<file path="src/rtl/axi_mm2s_burst_reader.sv">
// AXI4 read master for the DMA MM2S path: splits a (start address, beat count) command into
// INCR bursts that never cross a 4 KB page, and forwards the read data onto an AXI-Stream output.
module axi_mm2s_burst_reader #(
  parameter int DATA_WIDTH = 64,
  parameter int ADDR_WIDTH = 32,
  parameter int MAX_BURST  = 16,
  parameter int CNT_WIDTH  = 16
) (
  input  logic                  m_axi_aclk,
  input  logic                  m_axi_aresetn,
  input  logic                  cmd_valid,
  output logic                  cmd_ready,
  input  logic [ADDR_WIDTH-1:0] cmd_addr,
  input  logic [CNT_WIDTH-1:0]  cmd_beats,
  output logic [ADDR_WIDTH-1:0] m_axi_araddr,
  output logic [7:0]            m_axi_arlen,
  output logic [2:0]            m_axi_arsize,
  output logic [1:0]            m_axi_arburst,
  output logic [3:0]            m_axi_arcache,
  output logic [2:0]            m_axi_arprot,
  output logic                  m_axi_arvalid,
  input  logic                  m_axi_arready,
  input  logic [DATA_WIDTH-1:0] m_axi_rdata,
  input  logic [1:0]            m_axi_rresp,
  input  logic                  m_axi_rlast,
  input  logic                  m_axi_rvalid,
  output logic                  m_axi_rready,
  output logic [DATA_WIDTH-1:0] m_axis_tdata,
  output logic                  m_axis_tvalid,
  output logic                  m_axis_tlast,
  input  logic                  m_axis_tready,
  output logic                  busy,
  output logic                  done,
  output logic                  error
);

  // state  | meaning
  // S_IDLE | waiting for a command, cmd_ready high
  // S_ADDR | presenting the next burst on AR
  // S_DATA | passing R beats of the outstanding burst through to the stream
  // S_FIN  | one-cycle done pulse

  localparam int BYTES = DATA_WIDTH / 8;
  localparam int SIZE  = $clog2(BYTES);
  localparam int LW    = (CNT_WIDTH > 13) ? CNT_WIDTH : 13;

  typedef enum logic [1:0] {S_IDLE, S_ADDR, S_DATA, S_FIN} state_t;

  state_t                state_q, state_d;
  logic [ADDR_WIDTH-1:0] addr_q, addr_d;
  logic [CNT_WIDTH-1:0]  remaining_q, remaining_d;
  logic [8:0]            len_q, len_d;
  logic [8:0]            beat_cnt_q, beat_cnt_d;
  logic                  error_q, error_d;

  logic [12:0]           page_beats;
  logic [LW-1:0]         rem_w;
  logic [8:0]            rem_clip;
  logic [8:0]            burst_len;
  logic                  final_burst;
  logic                  r_hs;

  assign m_axi_arsize  = 3'(SIZE);
  assign m_axi_arburst = 2'b01;
  assign m_axi_arcache = 4'b0011;
  assign m_axi_arprot  = 3'b000;
  assign m_axis_tdata  = m_axi_rdata;
  assign error         = error_q;

  // Beats left in the current 4 KB page bound the burst together with MAX_BURST and the remainder.
  always_comb begin
    page_beats  = (13'h1000 - {1'b0, addr_q[11:0]}) >> SIZE;
    rem_w       = LW'(remaining_q);
    rem_clip    = (rem_w > LW'(MAX_BURST)) ? 9'(MAX_BURST) : rem_w[8:0];
    burst_len   = (page_beats < {4'b0000, rem_clip}) ? page_beats[8:0] : rem_clip;
    final_burst = (rem_w == LW'(len_q));
    r_hs        = m_axi_rvalid && m_axis_tready;
  end

  always_comb begin
    state_d       = state_q;
    addr_d        = addr_q;
    remaining_d   = remaining_q;
    len_d         = len_q;
    beat_cnt_d    = beat_cnt_q;
    error_d       = error_q;
    cmd_ready     = 1'b0;
    m_axi_arvalid = 1'b0;
    m_axi_araddr  = '0;
    m_axi_arlen   = '0;
    m_axi_rready  = 1'b0;
    m_axis_tvalid = 1'b0;
    m_axis_tlast  = 1'b0;
    busy          = 1'b0;
    done          = 1'b0;

    case (state_q)
      S_IDLE: begin
        cmd_ready = 1'b1;
        if (cmd_valid) begin
          addr_d      = cmd_addr;
          remaining_d = cmd_beats;
          error_d     = 1'b0;
          state_d     = (cmd_beats == '0) ? S_FIN : S_ADDR;
        end
      end
      S_ADDR: begin
        busy          = 1'b1;
        m_axi_arvalid = 1'b1;
        m_axi_araddr  = addr_q;
        m_axi_arlen   = 8'(burst_len - 9'd1);
        if (m_axi_arready) begin
          len_d      = burst_len;
          beat_cnt_d = burst_len;
          state_d    = S_DATA;
        end
      end
      S_DATA: begin
        busy          = 1'b1;
        m_axi_rready  = m_axis_tready;
        m_axis_tvalid = m_axi_rvalid;
        m_axis_tlast  = m_axi_rvalid && final_burst && (beat_cnt_q == 9'd1);
        if (r_hs) begin
          beat_cnt_d = beat_cnt_q - 9'd1;
          if (m_axi_rresp != 2'b00) error_d = 1'b1;
          // rlast is only cross-checked; the local counter decides where the burst ends.
          if (m_axi_rlast != (beat_cnt_q == 9'd1)) error_d = 1'b1;
          if (beat_cnt_q == 9'd1) begin
            remaining_d = remaining_q - CNT_WIDTH'(len_q);
            addr_d      = addr_q + (ADDR_WIDTH'(len_q) << SIZE);
            state_d     = final_burst ? S_FIN : S_ADDR;
          end
        end
      end
      S_FIN: begin
        done    = 1'b1;
        state_d = S_IDLE;
      end
      default: state_d = S_IDLE;
    endcase
  end

  always_ff @(posedge m_axi_aclk or negedge m_axi_aresetn) begin
    if (!m_axi_aresetn) begin
      state_q     <= S_IDLE;
      addr_q      <= '0;
      remaining_q <= '0;
      len_q       <= '0;
      beat_cnt_q  <= '0;
      error_q     <= 1'b0;
    end else begin
      state_q     <= state_d;
      addr_q      <= addr_d;
      remaining_q <= remaining_d;
      len_q       <= len_d;
      beat_cnt_q  <= beat_cnt_d;
      error_q     <= error_d;
    end
  end

endmodule
</file>
<file path="config.mk">
export PLATFORM = sky130hd
export DESIGN_NAME = axi_mm2s_burst_reader
export DESIGN_NICKNAME = d
export VERILOG_FILES = /design/src/rtl/axi_mm2s_burst_reader.sv
export SDC_FILE = /design/constraint.sdc
export NUM_CORES = 1
export LEC_CHECK = 0
export BUFFER_PORTS_ARGS = -buffer_cell sky130_fd_sc_hd__buf_4
export CELL_PAD_IN_SITES_DETAIL_PLACEMENT = 2
export CELL_PAD_IN_SITES_GLOBAL_PLACEMENT = 2
export CORE_MARGIN = 2
export CORE_UTILIZATION = 27
export CTS_CLUSTER_SIZE = 12
export DETAILED_ROUTE_END_ITERATION = 6
export GPL_TIMING_DRIVEN = 1
export MAX_ROUTING_LAYER = met4
export PLACE_DENSITY = 0.85
export RECOVER_POWER = 25
export SLEW_MARGIN = 10
export SYNTH_ARGS = -nofsm -noshare
export SYNTH_HDL_FRONTEND = slang
export SYNTH_SLANG_ARGS = --single-unit
</file>
<file path="constraint.sdc">
create_clock -name m_axi_aclk -period 4.33 [get_ports m_axi_aclk]
set_input_delay 0 -clock m_axi_aclk [delete_from_list [all_inputs] [get_ports m_axi_aclk]]
set_output_delay 0 -clock m_axi_aclk [all_outputs]
set_load 0.05 [all_outputs]
</file>
==> results by group, run 1 <==
Outcome
  – Status: completed

Die
  – Core area: 22,600 um^2
  – IO Pins: 245
  – Die H: 156 um
  – Chip width: 156 um
  – Rows: 55
  – Die area: 24,300 um^2
  – Initial Utilization: 27.6%

Worst setup path
  – Worst EP required: 4.33 ns
  – Critical Path End Type: primary output
  – WP data arrival: 4.12 ns
  – Setup CP Type: register to primary output
  – FF-to-FF path depth: 13
  – CP Launch Type: register
  – CP max FO: 5

Synthesis
  – Netlist cell types: 60
  – Top_reg_cell synth: dfrtp_1
  – Post-synthesis async set-or-reset flop share: 100%
  – Post-synth EDFFs: 0
  – Flops & latches, synth: 69
  – Post-synthesis cell count: 798
  – Syn Area/Cell: 7.82 um^2
  – Ys Warns: 0
  – Post-synthesis sequential area ratio: 27.7%
  – Mapped cell area: 6240 um^2

Route
  – Drt pass-1 iters: 4
  – WL met1: 10.6 mm
  – Vias post-DR: 6,217
  – Routed length per placed instance: 20.3 um
  – Met3 WL: 775 um
  – Vias/cell: 5.35
  – DR top layer: met4
  – Routed Antenna Nets: 0
  – DRT iter0 DRCs: 261
  – WL final: 23.6 mm
  – Drt drc: 0
  – Routed met2 length: 11.8 mm

Flow run
  – Max capacitance violation total: 0

Power and ir drop
  – Sequential share of power: 20.5%
  – Internal cell power: 0.00315 W
  – Sw frac: 55.0%
  – PwrDens: 920 nW/um^2
  – Net switching power: 0.00384 W
  – Combinational share of power: 67.6%
  – Clock share of power: 11.9%
  – Total Power: 0.00699 W
  – P_leak: 3.27 nW
  – Peak VDD IR: 0.385 mV

Global route
  – Antenna violations before repair: 0
  – Total gr overflow: 0
  – First-pass GRT wire length: 37.5 mm
  – Vias in the first global route: 6,738
  – Largest net degree at the start of global routing: 70
  – Total GRT Usage: 20.1%

Clocking
  – Num CTS Buffers: 9
  – CTS H-tree lvls: 3
  – Root Buffer: clkbuf_16
  – Worst-Skew Late Latency: 0.35 ns
  – CTS tree: built
  – Clock sink count: 69
  – Worst-path clk slew: 0.06 ns
  – Worst-case clock buffer depth: 2

Timing
  – Final Slew Violations: 0
  – Final Hold Fails: 0
  – Hold_ws: 0.0000181 ns
  – Worst slew pin tran: 0.998 ns
  – RSZ-0062 raised after global routing: no
  – Fmax: 243 MHz
  – Slew margin rel.: 33.5%
  – Worst Skew: 0.0134 ns
  – Final critical-path required period: 4.12 ns
  – Setup tns final: 0 ns
  – Setup violations, final: 0
  – Final WS setup: 0.213 ns
  – Final worst path period share: 95.1%

Place
  – Placement Cell Area: 6820 um^2
  – GP Congestion: 0.878
  – Pre-CTS setup slack: -0.0568 ns
  – Hpwl dp: 16.8 mm
  – I/O Buffers: 104

Hold path
  – WHS Path Cells: 0
  – Hold Crit Class: input port to primary output

Final layout
  – # fillers: 2,613
  – Most common cell after layout, fill and taps aside: buf_4
  – N_diodes: 0
  – P&R area growth vs syn: 21.7%
  – Design Area, Final: 7590 um^2
  – Most frequent cells in the layout: 127 x buf_4, 80 x nand2_1, 69 x dfrtp_1, 60 x a21oi_1, 59 x o21ai_0
  – Share of cells above drive strength 1: 18.2%
  – Layout Nets: 1,027
[synth_stat cells (all sizes together), types with 3 or more instances]
library cell	n	area share (%)
o22a	3	0.42
clkbuf	32	1.9
a211oi	7	0.84
nand3	26	2.1
a21o	6	0.72
nor3	26	2.1
a21oi	60	4.8
inv	31	1.9
buf	81	9.6
nor2	43	2.6
and3	14	1.4
a41o	4	0.64
a211o	3	0.42
o211ai	12	1.4
xnor2	16	2.2
o221a	3	0.54
a22oi	3	0.36
mux2i	14	2.3
o21a	13	1.6
a21boi	3	0.36
dfrtp	69	28
xor2	4	0.56
nor4	11	1.2
nand2	80	4.8
a31oi	8	0.80
and4	5	0.70
a2bb2oi	7	0.98
nand4	7	0.70
o21ai	59	4.7
ha	33	6.6
or2	4	0.40
or4	3	0.36
or3	12	1.2
nor2b	11	1.1
o31ai	3	0.36
and2	39	3.9
o22ai	13	1.3
nand2b	4	0.40
[power by group through the flow]
stage | clock (W) | sequential, W | combinational, W
after global routing | 0.000865 | 0.00149 | 0.00520
final | 0.000829 | 0.00144 | 0.00472
after detailed placement | 0 | 0.00142 | 0.00456
after global placement | 0 | 0.00139 | 0.00439
after CTS | 0.000839 | 0.00142 | 0.00472
after floorplan | 0 | 0.00124 | 0.00347
[critical path: stages, from the launching register on]
cell and delay (ns):
dfrtp_1 0.38, or4_4 0.56, nor4_4 0.20, nand2b_1 0.16, nor3_4 0.23, xnor2_2 0.13
ha_1 0.32, nand3_1 0.10, or3_1 0.38, a41o_1 0.25, and3_4 0.19, mux2i_4 0.20
a2111o_1 0.42, nand3_1 0.09, buf_6 0.16
[worst paths after layout]
kind,slack (ns),end,start
setup / recovery,0.21,m_axi_arlen[6],addr_q[3]
hold / removal,0.00002,m_axis_tdata[52],m_axi_rdata[52]
setup reg to reg,0.61,beat_cnt_q[0],addr_q[3]
hold reg to reg,0.53,rem_w[4],rem_w[4]
max in group asynchronous,3.33,rem_w[2],m_axi_aresetn
min in group asynchronous,0.34,addr_q[26],m_axi_aresetn
[state kept, by name (all words and copies together), names as in the netlist]
name / count
error: 1
addr_q: 32
state_q: 2
len_q: 9
beat_cnt_q: 9
rem_w: 16
[logic make-up (layout without fill, tap and decap cells)]
family                   count (synthesis)  count (layout)  share of synthesized area, %
buffers and inverters                  144             208                          13.4
AND/OR/NAND/NOR                        295             295                          24.3
flip-flops                              69              69                          27.7
adder cells (fa/ha/maj)                 35              35                          7.26
AO/OA/AOI/OAI                          218             218                          22.0
other                                    2              16                         0.120
XOR/XNOR                                20              20                          2.81
multiplexers                            15              15                          2.49
[per-layer routing]
layer	track usage, %	vias to the layer above
met5	-	-
met1	25.2	3160
met3	2.78	26
met4	4.94	0
li1	-	2907
met2	34.4	124
[through the flow]
stage / utilization, % / instances
floorplan: - / 812
global placement: 30.1 / 1101
detailed placement: 30.1 / 1101
CTS: 33.4 / 1157
global route: 33.5 / 1161
finish: 33.5 / 1161
[area by class of cell]
type | instances | area, um^2 | area share [%]
Timing Repair Buffer | 161 | 1290 | 17.1
Sequential cell | 69 | 1730 | 22.7
Clock inverter | 5 | 85.1 | 1.12
Clock buffer | 11 | 233 | 3.06
Inverter | 31 | 116 | 1.53
Tap cell | 285 | 357 | 4.70
Multi-Input combinational cell | 599 | 3780 | 49.8
[timing repair]
item | 4_1_cts | 5_1_grt
resized for setup | 9 | 0
pin swaps | 6 | 2
setup endpoints to repair | 7 | 7
hold endpoints to repair | 101 | 0
hold buffers | 33 | 0
buffers inserted | 7 | 4
Note: power is estimated with default switching activity, not from simulation.
==> run 2, diff against run 1 <==
- HOLD_SLACK_MARGIN: default -> 0.02
- PLACE_DENSITY: 0.85 -> 0.81
==> run 2 against run 1 <==
First-iteration DRC count is 15% lower. Largest cell class unchanged. Critical path type unchanged. Clock power is 14% lower. Critical endpoint unchanged. Hold slack better by 0.012 ns. Via count is 5.8% higher. Sequential power hardly changed. Wire length is 7.9% higher. Sequential cell count stayed put. Core utilization is 3.0 points higher.
==> results by group, run 2 (synthesized netlist as in run 1, its figures left out) <==
Outcome
  – Status: completed

Die
  – Core area: 22,600 um^2
  – Initial Utilization: 27.6%
  – IO Pins: 245
  – Die area: 24,300 um^2
  – Rows: 55
  – Die H: 156 um
  – Chip width: 156 um

Timing
  – Final Hold Fails: 0
  – Worst slew pin tran: 0.969 ns
  – Final worst path period share: 96.4%
  – Setup tns final: 0 ns
  – Worst Skew: 0.0136 ns
  – Fmax: 240 MHz
  – RSZ-0062 raised after global routing: no
  – Final critical-path required period: 4.17 ns
  – Final Slew Violations: 0
  – Setup violations, final: 0
  – Slew margin rel.: 34.9%

Final layout
  – Most common cell after layout, fill and taps aside: buf_4
  – Share of cells above drive strength 1: 17.1%
  – Biggest register: addr_q
  – Most frequent cells in the layout: 126 x buf_4, 104 x dlygate4sd3_1, 80 x nand2_1, 69 x dfrtp_1, 60 x a21oi_1
  – Final core area utilization: 36.5%
  – Max reg flops: 32
  – # fillers: 2,541
  – P&R area growth vs syn: 32.5%
  – Layout Nets: 1,097
  – N_diodes: 0
  – Design Area, Final: 8260 um^2

Route
  – Routed length per placed instance: 20.7 um
  – Vias post-DR: 6,575
  – Vias/cell: 5.34
  – Drt pass-1 iters: 4
  – WL final: 25.5 mm
  – DRT iter0 DRCs: 223
  – Routed Antenna Nets: 0
  – Drt drc: 0

Global route
  – Total GRT Usage: 21.5%
  – Largest net degree at the start of global routing: 70
  – Total gr overflow: 0
  – Antenna violations before repair: 0
  – First-pass GRT wire length: 39.8 mm
  – Vias in the first global route: 6,983

Clocking
  – Worst-case clock buffer depth: 2
  – Root Buffer: clkbuf_16
  – CTS tree: built
  – CTS H-tree lvls: 3
  – Worst-path clk slew: 0.06 ns
  – Clock sink count: 69
  – Worst-Skew Late Latency: 0.35 ns
  – Num CTS Buffers: 9

Place
  – Hpwl dp: 17.4 mm
  – Placement Cell Area: 6840 um^2
  – GP Congestion: 0.837
  – I/O Buffers: 104

Worst setup path
  – Critical Path End Type: primary output
  – CP Capture Point: m_axi_arlen[6]
  – CP max FO: 8
  – R2R Setup Slk: 0.54 ns
  – Worst EP required: 4.33 ns
  – CP Launch Type: register
  – WP data arrival: 4.17 ns
  – Worst R2R End: beat_cnt_q[0]
  – FF-to-FF path depth: 14
  – CP Launch Point: addr_q[0]
  – Reg2reg start: addr_q[0]
  – Setup CP Type: register to primary output

Power and ir drop
  – PwrDens: 856 nW/um^2
  – Total Power: 0.00707 W
  – P_leak: 3.55 nW
  – Peak VDD IR: 0.265 mV

Flow run
  – Max capacitance violation total: 0

Hold path
  – Hold Crit Class: input port to register
[run 2: cell types whose count changed in the layout (fill, tap and decap cells not counted), sizes merged]
cell,change
clkbuf,-2
inv,+1
clkinv,+4
clkinvlp,-1
bufinv,-2
dlygate4sd3,+71
buf,-1
[run 2: repair_timing]
| action | 4_1_cts | 5_1_grt |
|---|---|---|
| cloned | 0 | 0 |
| buffers inserted | 7 | 0 |
| resized for setup | 9 | 2 |
| hold buffers | 104 | 0 |
| endpoints found under the setup margin | 8 | 5 |
| pin swaps | 5 | 2 |
| endpoints found under the hold margin | 172 | 0 |
[run 2: area by class of cell]
type | count | area, um^2 | area share (%)
timing repair buffer | 231 | 2000 | 24.2
sequential | 69 | 1730 | 20.9
multi-input combinational | 599 | 3790 | 45.9
clock buffer | 9 | 225 | 2.73
inverter | 31 | 116 | 1.41
tap | 285 | 357 | 4.32
clock inverter | 7 | 50.0 | 0.606
[run 2: worst min-delay path by stage]
stage                   start               to  cells past startpoint
4_1_cts           cmd_addr[3]        addr_q[3]                      3
3_3_place_gp   m_axi_rdata[0]  m_axis_tdata[0]                      0
2_1_floorplan   m_axi_aresetn        addr_q[0]                      0
3_5_place_dp   m_axi_rdata[0]  m_axis_tdata[0]                      0
6_report         cmd_addr[15]       addr_q[15]                      3
5_1_grt          cmd_addr[15]       addr_q[15]                      3
[run 2: layer usage]
layer | vias to the layer above | part of all wire [%] | GRT usage [%]
li1 | 3036 | - | -
met1 | 3316 | 43 | 26.4
met2 | 185 | 51 | 37.2
met3 | 38 | 3.4 | 2.11
met4 | 0 | 2.5 | 6.90
met5 | - | 0 | -
[run 2: stage by stage]
step | hold slack (ns) | setup WS, ns | std cells
after global placement | 0.000341 | 0.156 | 1104
after floorplan | -0.296 | 0.00379 | 812
after global routing | 0.0494 | 0.0257 | 1231
final | 0.0124 | 0.156 | 1231
after CTS | 0.0207 | 0.0166 | 1231
after detailed placement | 0.000341 | -0.150 | 1104
[run 2: worst max-delay path: stages (launching register included)]
cell and delay (ns):
dfrtp_1 0.41, or4_4 0.52, nor4_4 0.20, nand2b_1 0.17
nor3_4 0.22, xnor2_2 0.12, ha_1 0.31, nand3_1 0.10
or3_1 0.41, a41o_1 0.25, and3_4 0.20, mux2i_4 0.22
a2111o_1 0.43, nand3_1 0.09, buf_6 0.16
[run 2: where the power goes]
group	internal (W)	switching [W]	total [W]
clock	0.000390	0.000322	0.000711
combinational	0.00172	0.00322	0.00494
sequential	0.000973	0.000449	0.00142
